`config.mk`:
```
export PLATFORM = sky130hd
export DESIGN_NAME = pin_signal_gen_flat
export DESIGN_NICKNAME = d
export VERILOG_FILES = /design/src/rtl/pin_signal_gen_pkg.sv /design/src/rtl/pin_signal_gen_if.sv /design/src/rtl/pin_signal_gen_sync.sv /design/src/rtl/pin_signal_gen.sv /design/src/flat_wrapper.sv
export SDC_FILE = /design/constraint.sdc
export NUM_CORES = 1
export LEC_CHECK = 0
export CORE_ASPECT_RATIO = 0.6
export CORE_MARGIN = 4
export CORE_UTILIZATION = 67
export CTS_BUF_LIST = sky130_fd_sc_hd__clkbuf_8
export CTS_CLUSTER_SIZE = 14
export DETAILED_ROUTE_END_ITERATION = 6
export DONT_BUFFER_PORTS = 1
export GPL_TIMING_DRIVEN = 0
export PLACE_DENSITY = 0.83
export RECOVER_POWER = 100
export SYNTH_ARGS = -nofsm -noshare
export SYNTH_HDL_FRONTEND = slang
export SYNTH_SLANG_ARGS = --single-unit
```
`constraint.sdc`:
```
create_clock -name clk -period 4.9 [get_ports clk]
set_input_delay 0.98 -clock clk [delete_from_list [all_inputs] [get_ports clk]]
set_output_delay 0.98 -clock clk [all_outputs]
set_load 0.01 [all_outputs]
```
`src/rtl/pin_signal_gen_pkg.sv`:
```
// Shared encodings for the per-pin signal engine: commands, modes, register map, FSM states.
package pinctrl_pkg;

    localparam logic [15:0] CMD_START = 16'd1;
    localparam logic [15:0] CMD_STOP  = 16'd2;
    localparam logic [15:0] CMD_CLEAR = 16'd3;

    localparam logic [1:0] MODE_CONST  = 2'd0;
    localparam logic [1:0] MODE_PWM    = 2'd1;
    localparam logic [1:0] MODE_SAMPLE = 2'd2;

    localparam logic [2:0] REG_CMD    = 3'd0;
    localparam logic [2:0] REG_MODE   = 3'd1;
    localparam logic [2:0] REG_DUTY   = 3'd2;
    localparam logic [2:0] REG_ANTI   = 3'd3;
    localparam logic [2:0] REG_CYCLES = 3'd4;
    localparam logic [2:0] REG_FLAGS  = 3'd5;
    localparam logic [2:0] REG_STATUS = 3'd6;
    localparam logic [2:0] REG_SAMPLE = 3'd7;

    localparam int GLOBAL_ADDR = 0;
    localparam int WIN_WORDS   = 8;

    typedef enum logic [4:0] {
        ST_IDLE   = 5'b00001,
        ST_CONST  = 5'b00010,
        ST_HIGH   = 5'b00100,
        ST_LOW    = 5'b01000,
        ST_SAMPLE = 5'b10000
    } state_t;

    // Compact 3-bit state code reported in STATUS[14:12].
    function automatic logic [2:0] state_code(input state_t s);
        logic [2:0] c;
        c = 3'd0;
        case (s)
            ST_CONST:  c = 3'd1;
            ST_HIGH:   c = 3'd2;
            ST_LOW:    c = 3'd3;
            ST_SAMPLE: c = 3'd4;
            default:   c = 3'd0;
        endcase
        return c;
    endfunction

endpackage

```
`src/rtl/pin_signal_gen_if.sv`:
```
// Shared 21-bit register bus seen by every pin_signal_gen instance.
interface pin_signal_gen_if #(
    parameter int ADDR_W = 21
);
    logic [ADDR_W-1:0] addr;
    logic              wr_en;
    logic [15:0]       data_in;
    logic [15:0]       data_out;

    modport master (output addr, output wr_en, output data_in, input data_out);
    modport slave  (input addr, input wr_en, input data_in, output data_out);
endinterface

```
`src/rtl/pin_signal_gen_sync.sv`:
```
// Two-flop synchroniser bringing the asynchronous pin level into the clk domain.
module pin_sync (
    input  logic clk,
    input  logic reset,
    input  logic d,
    output logic q
);
    logic sync_p0;
    logic sync_p1;

    always_ff @(posedge clk) begin
        if (reset) begin
            sync_p0 <= 1'b0;
            sync_p1 <= 1'b0;
        end else begin
            sync_p0 <= d;
            sync_p1 <= sync_p0;
        end
    end

    assign q = sync_p1;
endmodule

```
`src/rtl/pin_signal_gen.sv`:
```
// Per-pin signal engine: constant level, counted/free-running PWM, periodic sampling.
// Define PINCTRL_READBACK_EN to build the register readback path (data_out, STATUS).
module pin_signal_gen
    import pinctrl_pkg::*;
#(
    parameter int POSITION = 16,
    parameter int CNT_W    = 16,
    parameter int ADDR_W   = 21
) (
    input  logic                   clk,
    input  logic                   reset,
    pin_signal_gen_if.slave        bus,
    input  logic                   pin_in,
    output logic                   pin_output,
    output logic                   pin_oe,
    output logic                   busy
);

    logic [ADDR_W-1:0] rel;
    logic [2:0]        off;
    logic              local_hit, global_hit, wr_local, wr_global;
    logic              cmd_start, cmd_stop, cmd_clear;

    logic [1:0]        mode;
    logic [CNT_W-1:0]  duty, anti, cycles;
    logic [1:0]        flags;
    logic              run_inf;

    state_t            state;
    logic [CNT_W-1:0]  cnt;
    logic [CNT_W-1:0]  cyc_left;
    logic [15:0]       sample;
    logic              pin_s;

    // A DUTY/ANTI of 0 behaves as 1; counters run from N-1 down to 0.
    function automatic logic [CNT_W-1:0] cnt_load(input logic [CNT_W-1:0] v);
        return (v == '0) ? '0 : v - CNT_W'(1);
    endfunction

    // Addresses below POSITION wrap to large values, so one compare bounds the window.
    assign rel        = bus.addr - ADDR_W'(POSITION);
    assign off        = rel[2:0];
    assign local_hit  = rel < ADDR_W'(WIN_WORDS);
    assign global_hit = bus.addr == ADDR_W'(GLOBAL_ADDR);
    assign wr_local   = bus.wr_en && local_hit;
    assign wr_global  = bus.wr_en && global_hit;

    assign cmd_start = (wr_local && off == REG_CMD && bus.data_in == CMD_START) ||
                       (wr_global && bus.data_in == CMD_START);
    assign cmd_stop  = (wr_local && off == REG_CMD && bus.data_in == CMD_STOP) ||
                       (wr_global && bus.data_in == CMD_STOP);
    assign cmd_clear = wr_local && off == REG_CMD && bus.data_in == CMD_CLEAR;
    assign run_inf   = flags[0];

    pin_sync u_sync (
        .clk   (clk),
        .reset (reset),
        .d     (pin_in),
        .q     (pin_s)
    );

    always_ff @(posedge clk) begin
        if (reset) begin
            mode   <= '0;
            duty   <= '0;
            anti   <= '0;
            cycles <= '0;
            flags  <= '0;
        end else if (wr_local) begin
            case (off)
                REG_MODE:   if (state == ST_IDLE) mode <= bus.data_in[1:0];
                REG_DUTY:   duty   <= bus.data_in[CNT_W-1:0];
                REG_ANTI:   anti   <= bus.data_in[CNT_W-1:0];
                REG_CYCLES: cycles <= bus.data_in[CNT_W-1:0];
                REG_FLAGS:  flags  <= bus.data_in[1:0];
                default: ;
            endcase
        end
    end

    // FSM with outputs registered alongside the state they belong to.
    always_ff @(posedge clk) begin
        if (reset) begin
            state      <= ST_IDLE;
            cnt        <= '0;
            cyc_left   <= '0;
            pin_output <= 1'b0;
            pin_oe     <= 1'b0;
            busy       <= 1'b0;
        end else if (cmd_stop) begin
            state      <= ST_IDLE;
            pin_output <= 1'b0;
            pin_oe     <= 1'b0;
            busy       <= 1'b0;
        end else begin
            case (state)
                ST_IDLE: begin
                    if (cmd_start) begin
                        case (mode)
                            MODE_CONST: begin
                                state      <= ST_CONST;
                                cyc_left   <= cycles;
                                pin_output <= flags[1];
                                pin_oe     <= 1'b1;
                                busy       <= 1'b1;
                            end
                            MODE_PWM: begin
                                if (cycles != '0 || run_inf) begin
                                    state      <= ST_HIGH;
                                    cnt        <= cnt_load(duty);
                                    cyc_left   <= cycles;
                                    pin_output <= 1'b1;
                                    pin_oe     <= 1'b1;
                                    busy       <= 1'b1;
                                end
                            end
                            MODE_SAMPLE: begin
                                state    <= ST_SAMPLE;
                                cnt      <= cnt_load(duty);
                                cyc_left <= cycles;
                                busy     <= 1'b1;
                            end
                            default: ;
                        endcase
                    end
                end
                ST_CONST: pin_output <= flags[1];
                ST_HIGH: begin
                    if (cnt == '0) begin
                        state      <= ST_LOW;
                        cnt        <= cnt_load(anti);
                        pin_output <= 1'b0;
                    end else begin
                        cnt <= cnt - CNT_W'(1);
                    end
                end
                ST_LOW: begin
                    if (cnt == '0) begin
                        if (!run_inf && cyc_left <= CNT_W'(1)) begin
                            state    <= ST_IDLE;
                            cyc_left <= '0;
                            pin_oe   <= 1'b0;
                            busy     <= 1'b0;
                        end else begin
                            state      <= ST_HIGH;
                            cnt        <= cnt_load(duty);
                            pin_output <= 1'b1;
                            if (!run_inf) cyc_left <= cyc_left - CNT_W'(1);
                        end
                    end else begin
                        cnt <= cnt - CNT_W'(1);
                    end
                end
                ST_SAMPLE: begin
                    if (cnt == '0) cnt <= cnt_load(duty);
                    else           cnt <= cnt - CNT_W'(1);
                end
                default: begin
                    state      <= ST_IDLE;
                    pin_output <= 1'b0;
                    pin_oe     <= 1'b0;
                    busy       <= 1'b0;
                end
            endcase
        end
    end

    // Sample tick coincides with the SAMPLE-state counter wrapping to its reload.
    always_ff @(posedge clk) begin
        if (reset || cmd_clear) begin
            sample <= '0;
        end else if (state == ST_SAMPLE && cnt == '0 && !cmd_stop) begin
            sample <= {sample[14:0], pin_s};
        end
    end

`ifdef PINCTRL_READBACK_EN
    logic [15:0] status;
    logic [15:0] rdata_p1;

    assign status = {busy, state_code(state), 12'(cyc_left)};

    always_ff @(posedge clk) begin
        if (reset || !local_hit) begin
            rdata_p1 <= '0;
        end else begin
            case (off)
                REG_MODE:   rdata_p1 <= 16'(mode);
                REG_DUTY:   rdata_p1 <= 16'(duty);
                REG_ANTI:   rdata_p1 <= 16'(anti);
                REG_CYCLES: rdata_p1 <= 16'(cycles);
                REG_FLAGS:  rdata_p1 <= 16'(flags);
                REG_STATUS: rdata_p1 <= status;
                REG_SAMPLE: rdata_p1 <= sample;
                default:    rdata_p1 <= '0;
            endcase
        end
    end

    assign bus.data_out = rdata_p1;
`else
    assign bus.data_out = '0;
`endif

endmodule

```
`src/flat_wrapper.sv`:
```
// flat-port wrapper written by rule: the top's interface ports become plain ports
module pin_signal_gen_flat import pinctrl_pkg::*;
#(
    parameter int POSITION = 16,
    parameter int CNT_W    = 16,
    parameter int ADDR_W   = 21
)
  (clk, reset, pin_in, pin_output, pin_oe, busy, bus_addr, bus_wr_en, bus_data_in, bus_data_out);
  pin_signal_gen_if #(.ADDR_W(ADDR_W)) bus_i ();
  input  logic clk;
  input  logic reset;
  input  logic pin_in;
  output logic pin_output;
  output logic pin_oe;
  output logic busy;
  input wire logic [$bits(bus_i.addr)-1:0] bus_addr;
  input wire logic [$bits(bus_i.wr_en)-1:0] bus_wr_en;
  input wire logic [$bits(bus_i.data_in)-1:0] bus_data_in;
  output wire logic [$bits(bus_i.data_out)-1:0] bus_data_out;
  assign bus_i.addr = bus_addr;
  assign bus_i.wr_en = bus_wr_en;
  assign bus_i.data_in = bus_data_in;
  assign bus_data_out = bus_i.data_out;
  pin_signal_gen #(.POSITION(POSITION), .CNT_W(CNT_W), .ADDR_W(ADDR_W)) u_core (.clk(clk), .reset(reset), .bus(bus_i), .pin_in(pin_in), .pin_output(pin_output), .pin_oe(pin_oe), .busy(busy));
endmodule
```
# Word level (Yosys, flattened, before mapping)
# Index checks and enable logic that the tools add are counted.
# classes
n_mul	0
n_reduce_logical	36
eq_ne	26
shifts	0
add_sub_neg	5
n_lt_le_gt_ge	2
n_mux	39
bitwise_logic	4
div_mod_pow	0
# ops
cell	n
two-way mux 16 bit	13
case mux 16 bit (2 select lines)	3
case mux 16 bit (4 select lines)	1
subtractor 16 x 1 -> 16 bit, second input constant	4
zero test 16 bit	3
AND reduction 6 bit	4
zero test 21 bit	1
less-than comparator 21 x 4 -> 1 bit, second input constant	1
subtractor 21 x 5 -> 21 bit, second input constant	1
two-way mux 5 bit	4
case mux 5 bit (4 select lines)	1
!= test 3 bit, second input constant	6
equality test 16 x 1 -> 1 bit, second input constant	1
equality test 16 x 2 -> 1 bit, second input constant	1
less-or-equal comparator 16 x 1 -> 1 bit, second input constant	1
nonzero test 16 bit	1
case mux 5 bit (3 select lines)	1
AND reduction 7 bit	2
two-way mux 1 bit	9
logical AND 1 bit	8
!= test 2 x 1 -> 1 bit, second input constant	4
AND reduction 2 bit	4
equality test 3 x 2 -> 1 bit, second input constant	2
equality test 3 bit, second input constant	2
24 further kinds	34
# word_totals
mem_bits_rw	0
output_inout_bits	19
romBits	0
ff_bits	92
latchBits	0
mem_count	0
in_bits	41
wordCells	123

# Depth between registers and ports, before layout
# Gate-level depths: netlist of the first run.
# logic_depth
word_depth	8
depth_mapped	12
mapped_depth_nobuf	10

# Least setup slack after synthesis of the first run
# OpenSTA, ideal clock, no wires.
# synth_timing
path_type	input-to-reg
startpoint	input port bus_addr[4]
endpoint	register u_core.anti[10]
n_path_buf	2
cell_stages	12
setup_time_ns	0.128
required_time_ns	4.772
t_arrival_ns	3.558
slack_ns	1.214
cell_sequence	inv_1 > ha_1 > nor3b_4 > nand4b_4 > a2111oi_4 > nor2_2 > or4b_4 > or4_1 > buf_6 > buf_6 > mux2i_1 > nor2_1
# synth_between
elab_chain_len	4
# synth_lines
element	line	rtl
start: declaration	flat_wrapper.sv:16	input wire logic [$bits(bus_i.addr)-1:0] bus_addr;
subtractor 21 x 5 -> 21 bit	pin_signal_gen.sv:41	assign rel = bus.addr - ADDR_W'(POSITION);
less-than comparator 21 x 4 -> 1 bit	pin_signal_gen.sv:43	assign local_hit = rel < ADDR_W'(WIN_WORDS);
logical AND 1 bit	pin_signal_gen.sv:45	assign wr_local = bus.wr_en && local_hit;
AND reduction 2 bit (no line)	-	
end signal: assignment	pin_signal_gen.sv:73	REG_ANTI: anti <= bus.data_in[CNT_W-1:0];
end: declaration	pin_signal_gen.sv:25	logic [CNT_W-1:0] duty, anti, cycles;
# Every way passes these cells.
# A chain may end at the register's enable or synchronous reset.

# Final worst setup path of the first run
# layout_timing
startpoint	input port bus_addr[6]
endpoint	register u_core.cnt[8]
# layout_between
elab_chain_len	8
elab_cells_between_ends	15
classes_between	1 x add/sub; 1 x order compare; 1 x eq/ne; 1 x bitwise; 11 x reduce/logical
# layout_lines
element	line	rtl
subtractor 21 x 5 -> 21 bit	pin_signal_gen.sv:41	
less-than comparator 21 x 4 -> 1 bit	pin_signal_gen.sv:43	
logical AND 1 bit	pin_signal_gen.sv:45	
logical AND 1 bit	-	
logical AND 1 bit, on equally long branches	pin_signal_gen.sv:48, pin_signal_gen.sv:50	
logical OR 1 bit, on equally long branches	pin_signal_gen.sv:48, pin_signal_gen.sv:50	
!= test 2 x 1 -> 1 bit (no line) / inverter 1 bit (equally long branches)	-	
AND reduction 6 bit (no line) *	-	
end signal: assignment	pin_signal_gen.sv:110	cnt <= cnt_load(duty);
end signal: assignment	pin_signal_gen.sv:119	cnt <= cnt_load(duty);
end signal: assignment	pin_signal_gen.sv:131	cnt <= cnt_load(anti);
end: declaration	pin_signal_gen.sv:30	logic [CNT_W-1:0] cnt;
# Mark *: on every way between the ends. The rest lies on a longest branch, timed or not.

==> results of run 1 <==
## where the power goes
group	switching, W	internal, W
combinational	0.0000426	0.0000225
clock	0.000320	0.000214
sequential	0.000000000248	0.000747
total	0.000363	0.000984
## worst max-delay path, delay by kind of cell
kind                   cells  cell delay [ns]
buffers and inverters      2             0.47
AO/OA/AOI/OAI              5             1.91
AND/OR/NAND/NOR            3             1.25
## stage by stage
stage | total power [W] | utilization, % | hold WS, ns
2_1_floorplan | 0.0008143 | - | 0.4438
3_3_place_gp | 0.0008256 | 72.00 | 0.4645
3_5_place_dp | 0.0008273 | 72.00 | 0.4697
4_1_cts | 0.001342 | 74.30 | 0.4861
5_1_grt | 0.001380 | 73.82 | 0.5349
6_report | 0.001346 | 73.82 | 0.4882
## Yosys cell counts (5+ instances only)
library cell / instances / area [sq um]
or2_2: 8 / 50.05
o31ai_1: 17 / 127.6
a22oi_1: 7 / 52.55
nor4b_1: 7 / 61.31
o21ai_0: 26 / 130.1
buf_2: 5 / 25.02
o22ai_1: 7 / 43.79
nand2b_1: 7 / 43.79
a31o_2: 6 / 52.55
clkbuf_1: 29 / 108.9
or3_1: 20 / 125.1
ha_1: 13 / 162.7
o32ai_1: 6 / 52.55
nor3_1: 28 / 140.1
o211ai_1: 10 / 75.07
dfxtp_1: 92 / 1842
xnor2_1: 14 / 122.6
a21oi_1: 32 / 160.2
a211oi_1: 9 / 67.56
nand2_1: 36 / 135.1
nand4_1: 6 / 37.54
or4_1: 12 / 90.09
nand3_1: 21 / 105.1
nor4_1: 25 / 156.4
mux2i_1: 55 / 550.5
inv_1: 23 / 86.33
xor2_1: 27 / 236.5
buf_4: 17 / 127.6
nor2_1: 102 / 382.9
## final timing paths
kind	from	to	slack, ns	cells past startpoint
worst max-delay path	bus_addr[6]	u_core.cnt[8]	0.58	10
worst min-delay path	u_core.cnt[9]	u_core.cnt[9]	0.49	2
worst max register to register	u_core.cnt[0]	u_core.cyc_left[15]	1.20	10
worst min register to register	u_core.cnt[9]	u_core.cnt[9]	0.49	2
## metal layers
| metal | wire [microns] | GRT usage (%) | vias up |
|---|---|---|---|
| met5 | 0 | 0 | - |
| met4 | 456 | 9.855 | 0 |
| met3 | 2726 | 11.37 | 59 |
| met2 | 7432 | 50.26 | 489 |
| met1 | 8074 | 53.19 | 2757 |
| li1 | - | - | 2735 |
## cell type report
class,count,area (sq um)
inverter,24,90.09
tap,112,140.1
clock buffer,10,137.6
buffer,56,281.5
sequential,92,1842
fill,671,2248
multi-input combinational,580,3789
clock inverter,6,60.06
## state kept, by name, indices dropped and copies added (netlist names)
signal and flops:
u_core.anti 16, u_core.cnt 16, u_core.cyc_left 16, u_core.cycles 16
u_core.duty 16, u_core.state 5, u_core.flags 2, u_core.mode 2
u_core.busy 1, u_core.pin_oe 1, u_core.pin_output 1
## cells in the final DEF, fill, tap and decap left out, drive strengths merged, types with 6 or more instances in the layout
master  count
a211oi      9
a21oi      32
a22oi       7
a31o        6
buf        19
clkbuf     47
conb       16
dfxtp      92
ha         13
inv        28
mux2i      55
nand2      36
nand2b      7
nand3      21
nand4       6
nor2      103
nor3       29
nor4       27
nor4b       7
o211ai     10
o21ai      27
o22ai       7
o31ai      17
o32ai       6
or2         8
or3        20
or4        12
xnor2      14
xor2       27
## kinds of logic after synthesis
logic type | Yosys count
multiplexers | 55
AO/OA/AOI/OAI | 158
flip-flops | 92
adder cells (fa/ha/maj) | 13
buffers and inverters | 80
other | 1
XOR/XNOR | 41
AND/OR/NAND/NOR | 297
==> impl_metrics.toml, run 1 <==
[logic_synthesis]
synth_mux_area_share_pct = 9.195
synth_flop_cell = "dfxtp_1"
synthAdderAreaFrac_pct = 2.717
syn_area_sq_um = 5987
synth_top_family_by_area = "simple AND/OR/NAND/NOR gates"
yosys_warnings = 0
synth_compound_area_share_pct = 18.50
postSynthCellCount = 737
synth_xor_area_share_pct = 5.998
ys_seq_elements = 92
avgSynthCellArea_sq_um = 8.123
synth_edf_count = 0
yosysSeqAreaShare_pct = 30.76
async_reset_ff_share_pct = 0
yosysUniqueCellTypes = 68
yosys.area_share.simple_pct = 26.06

[final_layout]
drive_above_1_share_pct = 7.552
final_nets = 817
syn_to_final_growth_pct = 5.893
instances_no_fill = 880
fin_area_sq_um = 6340
diodes = 0

[clock_tree]
clock_path_buffers = 2
cts_tree = "done"
cts_buffers = 9
clk_latency_ns = 0.39
path_clk_slew_ns = 0.10
post_cts_resized = 0
ctsHoldBuffers = 0
cts.sinks = 92
htreeDepth = 3
cts_root_buf = "clkbuf_8"
post_cts_buffers = 0

[sta]
max_slew_margin_pct = 36.27
finalMaxSlewViolations = 0
skew_ns = 0.01312
fmax_mhz = 231.6
hold_viol = 0
finalWorstSetupSlack_ns = 0.5822
rsz0062_at_grt = "false"
fin_tns_setup_ns = 0
setup_viol = 0
fin_crit_sh_pct = 88.12
worstMarginPinSlew_ns = 0.9472
fin_crit_ns = 4.318

[grt]
grt-ovfl-total = 0
grt_max_degree = 19
grt_pass1_wl_microns = 29700
grt_pass1_vias = 5571
antenna_found_initial = 0
grtUsageTotal_pct = 36.09

[placement]
place_hpwl_microns = 14150
place.gp.congestion = 1.015
place_ws_ns = 0.7765
place_inst = 864
dpl-instance-area_sq_um = 6183
io_buffer_count = 0

[power]
ir_worst_vdd_mv = 0.2177
p_leak_nw = 2.855
powerDensity_nw_per_um2 = 212.4

[floorplanning]
fp.dieW_microns = 130.0
num_rows = 26
core_area_sq_um = 8588
initial_utilization_pct = 69.71
dieArea_sq_um = 10560
ioPinCount = 60
die_y_microns = 81.22

[critical_path]
max_stage_delay_ns = 0.72
crit_fanout = 10
path_class = "in2reg"
cp-start-kind = "input port"
path_common_cell = "clkbuf_1"
slowest_stage = "o41ai_1"
cp.required_ns = 5.19
cp-end-kind = "register"
cp_cell_sequence = "clkbuf_1, nor4_1, nand3b_1, a21boi_0, o21ai_0, o41ai_1, o21ai_1, or2_2, clkbuf_1, a31o_2"
critPathArrivalTime_ns = 4.60

[run_status]
outcome = "finished, final reports clean"

[flow_run]
maxCapViolations = 0

[drt]
drcViolationCount = 0
antenna_left = 0
routed_wl_microns = 18690
wire_per_inst_microns = 21.24
dr.pass1.iters = 6
via_per_inst = 6.864
vias = 6040
drt_iter0_markers = 933

[worst_hold_path]
hold_path.class = "reg2reg"
Note: power is estimated with default switching activity, not from simulation.
==> inputs of run 2 (changes only) <==
--- a/config.mk
+++ b/config.mk
@@ -5,15 +5,16 @@
 export SDC_FILE = /design/constraint.sdc
 export NUM_CORES = 1
 export LEC_CHECK = 0
+export ABC_AREA = 1
 export CORE_ASPECT_RATIO = 0.6
 export CORE_MARGIN = 4
-export CORE_UTILIZATION = 67
+export CORE_UTILIZATION = 69
 export CTS_BUF_LIST = sky130_fd_sc_hd__clkbuf_8
 export CTS_CLUSTER_SIZE = 14
 export DETAILED_ROUTE_END_ITERATION = 6
 export DONT_BUFFER_PORTS = 1
 export GPL_TIMING_DRIVEN = 0
-export PLACE_DENSITY = 0.83
+export PLACE_DENSITY = 0.85
 export RECOVER_POWER = 100
 export SYNTH_ARGS = -nofsm -noshare
 export SYNTH_HDL_FRONTEND = slang
==> constraint.sdc (replaced) <==
create_clock -name clk -period 5.53 [get_ports clk]
set_input_delay 1.106 -clock clk [delete_from_list [all_inputs] [get_ports clk]]
set_output_delay 1.106 -clock clk [all_outputs]
set_load 0.01 [all_outputs]
==> run 2 against run 1 <==
Wire length down 1.1%. Largest power group is now combinational cells. Non-clock buffer count decreased by 13. Highest routed layer unchanged. Largest cell class unchanged. Clock skew rose by 0.00092 ns.
==> impl_metrics.toml, run 2 <==
[critical_path]
path_class = "in2reg"
rr_worst_depth = 13
worstSetupStartpoint = "bus_addr[4]"
r2r_slack_ns = 2.76
cp-end-kind = "register"
cp.required_ns = 5.81
cp-start-kind = "input port"
critPathArrivalTime_ns = 4.21
crit_fanout = 10
r2r-start = "u_core.cnt[3]"

[run_status]
outcome = "finished, final reports clean"

[sta]
max_slew_margin_pct = 42.19
rsz0062_at_grt = "false"
setup_viol = 0
skew_ns = 0.01403
hold_ws_ns = 0.4893
fin_crit_ns = 3.934
fin_crit_sh_pct = 71.14
worstMarginPinSlew_ns = 0.8640
hold_viol = 0
fin_tns_setup_ns = 0
fmax_mhz = 254.2
finalMaxSlewViolations = 0

[clock_tree]
post_cts_resized = 0
cts_buffers = 9
cts_root_buf = "clkbuf_8"
htreeDepth = 3
ctsHoldBuffers = 0
clk_latency_ns = 0.39
cts.sinks = 92
post_cts_buffers = 0
clock_path_buffers = 2
cts_tree = "done"
path_clk_slew_ns = 0.09

[worst_hold_path]
hold_path.class = "reg2reg"
whs_path_depth = 2
min_from = "u_core.cycles[11]"

[logic_synthesis]
yosysMostFrequentCell = "nand2_1"
synth_largest_area_cell = "dfxtp_1"
ys_seq_elements = 92
synth_top_cells_by_count = "nand2_1 (181), nor2_1 (172), inv_1 (141)"
yosysSeqAreaShare_pct = 28.84
postSynthCellCount = 1024
synth_area_leaders = "dfxtp_1 (29%), nand2_1 (11%), nor2_1 (10%)"
async_reset_ff_share_pct = 0
yosysUniqueCellTypes = 49
avgSynthCellArea_sq_um = 6.236
synth_flop_cell = "dfxtp_1"
yosys_warnings = 0
syn_area_sq_um = 6386
synth_edf_count = 0
synth_top_area_share_pct = 28.84

[drt]
drt_iter0_markers = 996
dr.pass1.iters = 7
via_per_inst = 5.876
wire_per_inst_microns = 15.85
vias = 6857
drcViolationCount = 0
routed_wl_microns = 18490
antenna_left = 0

[final_layout]
drive_above_1_share_pct = 5.592
final_nets = 1104
fin_area_sq_um = 6681
n_fill_cell = 746
final_cell_mix = "nand2_1 (184), nor2_1 (175), inv_1 (143)"
instances_no_fill = 1167
final_common_cell = "nand2_1"
seqCellArea_sq_um = 1842
multi_input_area_sq_um = 3709
syn_to_final_growth_pct = 4.624
diodes = 0

[placement]
dpl-instance-area_sq_um = 6583
place_inst = 1151
place_hpwl_microns = 14880
place.gp.congestion = 1.051
io_buffer_count = 0

[grt]
grt-ovfl-total = 0
grt_pass1_wl_microns = 29640
grtUsageTotal_pct = 34.00
grt_max_degree = 17
grt_pass1_vias = 5877
antenna_found_initial = 0

[floorplanning]
ioPinCount = 60
fp.dieW_microns = 132.2
die_y_microns = 82.52
dieArea_sq_um = 10910
num_rows = 26
core_area_sq_um = 8751
initial_utilization_pct = 72.98

[power]
ir_worst_vdd_mv = 0.3708
p_leak_nw = 3.094
powerDensity_nw_per_um2 = 409.4

[flow_run]
maxCapViolations = 0
## run 2: cells by family (layout without fill, tap and decap cells)
logic type | Yosys count | in the layout | synth area share (%)
and+or+nand+nor | 497 | 497 | 34.31
buffers and inverters | 196 | 212 | 13.09
AOI/OAI and AO/OA | 184 | 184 | 15.54
DFF | 92 | 92 | 28.84
xor gates and xnor gates | 41 | 41 | 5.623
adders and majority gates | 13 | 13 | 2.547
other | 1 | 16 | 0.05872
## run 2: critical path, cell delays in order
cell     delay (ns)
inv_1          0.13
ha_1           0.24
nand3_1        0.24
nor2_1         0.31
nand2_1        0.09
nand2_1        0.09
nand2_1        0.05
nor2_1         0.08
nand2_1        0.06
nor2_1         0.09
nand2_1        0.06
nand2_1        0.10
nand3_1        0.15
nand2_1        0.17
nand2_1        0.13
nor2_1         0.68
buf_6          0.24
nand2_1        0.06
nand2_1        0.05
nor2_1         0.04
## run 2: cell type report
cell class | count | area share [%]
Sequential cell | 92 | 27.57
Multi-Input combinational cell | 751 | 55.51
Clock buffer | 9 | 1.854
Inverter | 153 | 8.596
Tap cell | 112 | 2.097
Clock inverter | 7 | 0.7678
Buffer | 43 | 3.614
## run 2: metrics by stage
step	power [W]	util, %	worst slack, ns
floorplan	0.002023	-	2.595
global placement	0.002282	75.22	2.160
detailed placement	0.002316	75.22	2.125
CTS	0.002737	77.22	2.497
global route	0.002933	76.35	1.240
finish	0.002735	76.35	1.596
## run 2: path summary, 6_finish.rpt
check / end
hold reg to reg: u_core.cycles[11]
setup reg to reg: u_core.cyc_left[9]
hold / removal: u_core.cycles[11]
setup / recovery: u_core.cyc_left[9]
## run 2: layer usage
metal / GRT usage, % / up-vias / wire length, microns
met4: 5.187 / 0 / 203
met5: 2.315 / - / 0
met2: 45.30 / 457 / 6652
met3: 12.77 / 27 / 3169
met1: 51.61 / 3046 / 8467
li1: - / 3327 / -
## run 2: power by group
group | total (W) | switching [W] | internal (W)
clock network | 0.000428 | 0.000262 | 0.000166
logic | 0.00143 | 0.000909 | 0.000525
registers | 0.000873 | 0.000107 | 0.000767
total | 0.00274 | 0.00128 | 0.00146
==> edit: new RTL, settings of run 1 <==
Put one more register stage on the output `pin_output`, without a reset. The value now appears one clock later. The other outputs are not delayed to match.
--- a/src/rtl/pin_signal_gen.sv
+++ b/src/rtl/pin_signal_gen.sv
@@ -18,2 +18,4 @@
 
+    logic pin_output_s0;
+
     logic [ADDR_W-1:0] rel;
@@ -86,3 +88,3 @@
             cyc_left   <= '0;
-            pin_output <= 1'b0;
+            pin_output_s0 <= 1'b0;
             pin_oe     <= 1'b0;
@@ -91,3 +93,3 @@
             state      <= ST_IDLE;
-            pin_output <= 1'b0;
+            pin_output_s0 <= 1'b0;
             pin_oe     <= 1'b0;
@@ -102,3 +104,3 @@
                                 cyc_left   <= cycles;
-                                pin_output <= flags[1];
+                                pin_output_s0 <= flags[1];
                                 pin_oe     <= 1'b1;
@@ -111,3 +113,3 @@
                                     cyc_left   <= cycles;
-                                    pin_output <= 1'b1;
+                                    pin_output_s0 <= 1'b1;
                                     pin_oe     <= 1'b1;
@@ -126,3 +128,3 @@
                 end
-                ST_CONST: pin_output <= flags[1];
+                ST_CONST: pin_output_s0 <= flags[1];
                 ST_HIGH: begin
@@ -131,3 +133,3 @@
                         cnt        <= cnt_load(anti);
-                        pin_output <= 1'b0;
+                        pin_output_s0 <= 1'b0;
                     end else begin
@@ -146,3 +148,3 @@
                             cnt        <= cnt_load(duty);
-                            pin_output <= 1'b1;
+                            pin_output_s0 <= 1'b1;
                             if (!run_inf) cyc_left <= cyc_left - CNT_W'(1);
@@ -159,3 +161,3 @@
                     state      <= ST_IDLE;
-                    pin_output <= 1'b0;
+                    pin_output_s0 <= 1'b0;
                     pin_oe     <= 1'b0;
@@ -204,2 +206,6 @@
 
+    always_ff @(posedge clk) begin
+        pin_output <= pin_output_s0;
+    end
+
 endmodule
Function: changed (Yosys sat finds a counterexample within 4 cycles, from zero or initial values and one cycle with reset high).
==> edit against run 1 <==
The run now ends with design-rule violations left. Setup slack improved by 210 ps. Maximum frequency rose by 5.2%. Routed wire length fell by 3.7%. Utilization rose by 1.7 points. Global-route usage fell by 0.41 points. Clock skew rose by 1.8 ps. Register-to-register slack improved by 310 ps. Design area fell by 3.1%. Sequential cell count rose by 1. Synthesized area fell by 3.0%. Largest cell class unchanged. Highest routed layer unchanged.
Power is not compared: it rests on default switching activity, and its combinational part moved more than twofold at a synthesized area within 25%.
==> edit: results <==
[global_routing]
gr-usage-met1_pct = 48.4
grt_pass1_wl_mm = 28.9
grt_use_met3_pct = 15.0
grt_max_degree = 17
grt_use_met2_pct = 51.3

[route]
wl_met1_mm = 7.52
wl_met2_mm = 7.18
dr_wl_met3_mm = 2.93
drt-total-wl_mm = 18.0
vias_per_cell = 6.70
drc = 2

[placement]
hpwl_mm = 13.9
placed_cells = 902
place_ws_ps = 825
place_area_sq_um = 6000
place_congestion = 0.983

[critical_path]
r2r_start = u_core.state[4]
r2r_cells = 8
r2r_slack_ps = 1510
crit_family = simple AND/OR/NAND/NOR gates
crit_start = bus_addr[4]
slowest_stage = a2111oi_0

[cells_and_area]
final_nets = 859

[timing]
skew_ps = 14.9
min_period_ps = 4100

[run_status]
outcome = finished with violations
violations = design-rule violations

[logic_synthesis]
syn_avg_cell_area_sq_um = 7.45
yosys.cell_types.count = 67

[cts]
clk_latency_ps = 370

[worst_hold_path]
worstHoldEndpoint = u_core.pin_output
-- edit: cell count changes after synthesis, sizes merged, moves of 10 or more --
| cell | delta |
|---|---|
| a21oi | +42 |
| mux2i | -49 |
| a211oi | +10 |
| nand2 | +99 |
| nor2 | -17 |
-- edit: kinds of logic (layout without fill, tap and decap cells) --
kind of cell / after synthesis / count (layout) / share of synthesized area [%]
AO/OA/AOI/OAI: 195 / 195 / 22.0
XOR/XNOR: 41 / 41 / 6.19
adder cells (fa/ha/maj): 13 / 13 / 2.80
buffers and inverters: 71 / 87 / 6.08
flip-flops: 93 / 93 / 32.1
multiplexers: 6 / 6 / 1.03
other: 1 / 16 / 0.0646
AND/OR/NAND/NOR: 359 / 359 / 29.8
-- edit: area by class of cell --
cell class	instances	area, sq um
multi-input combinational	630	3620
fill	648	1990
sequential	93	1860
buffer	53	274
clock buffer	10	138
tap	108	135
inverter	18	67.6
clock inverter	6	45.0
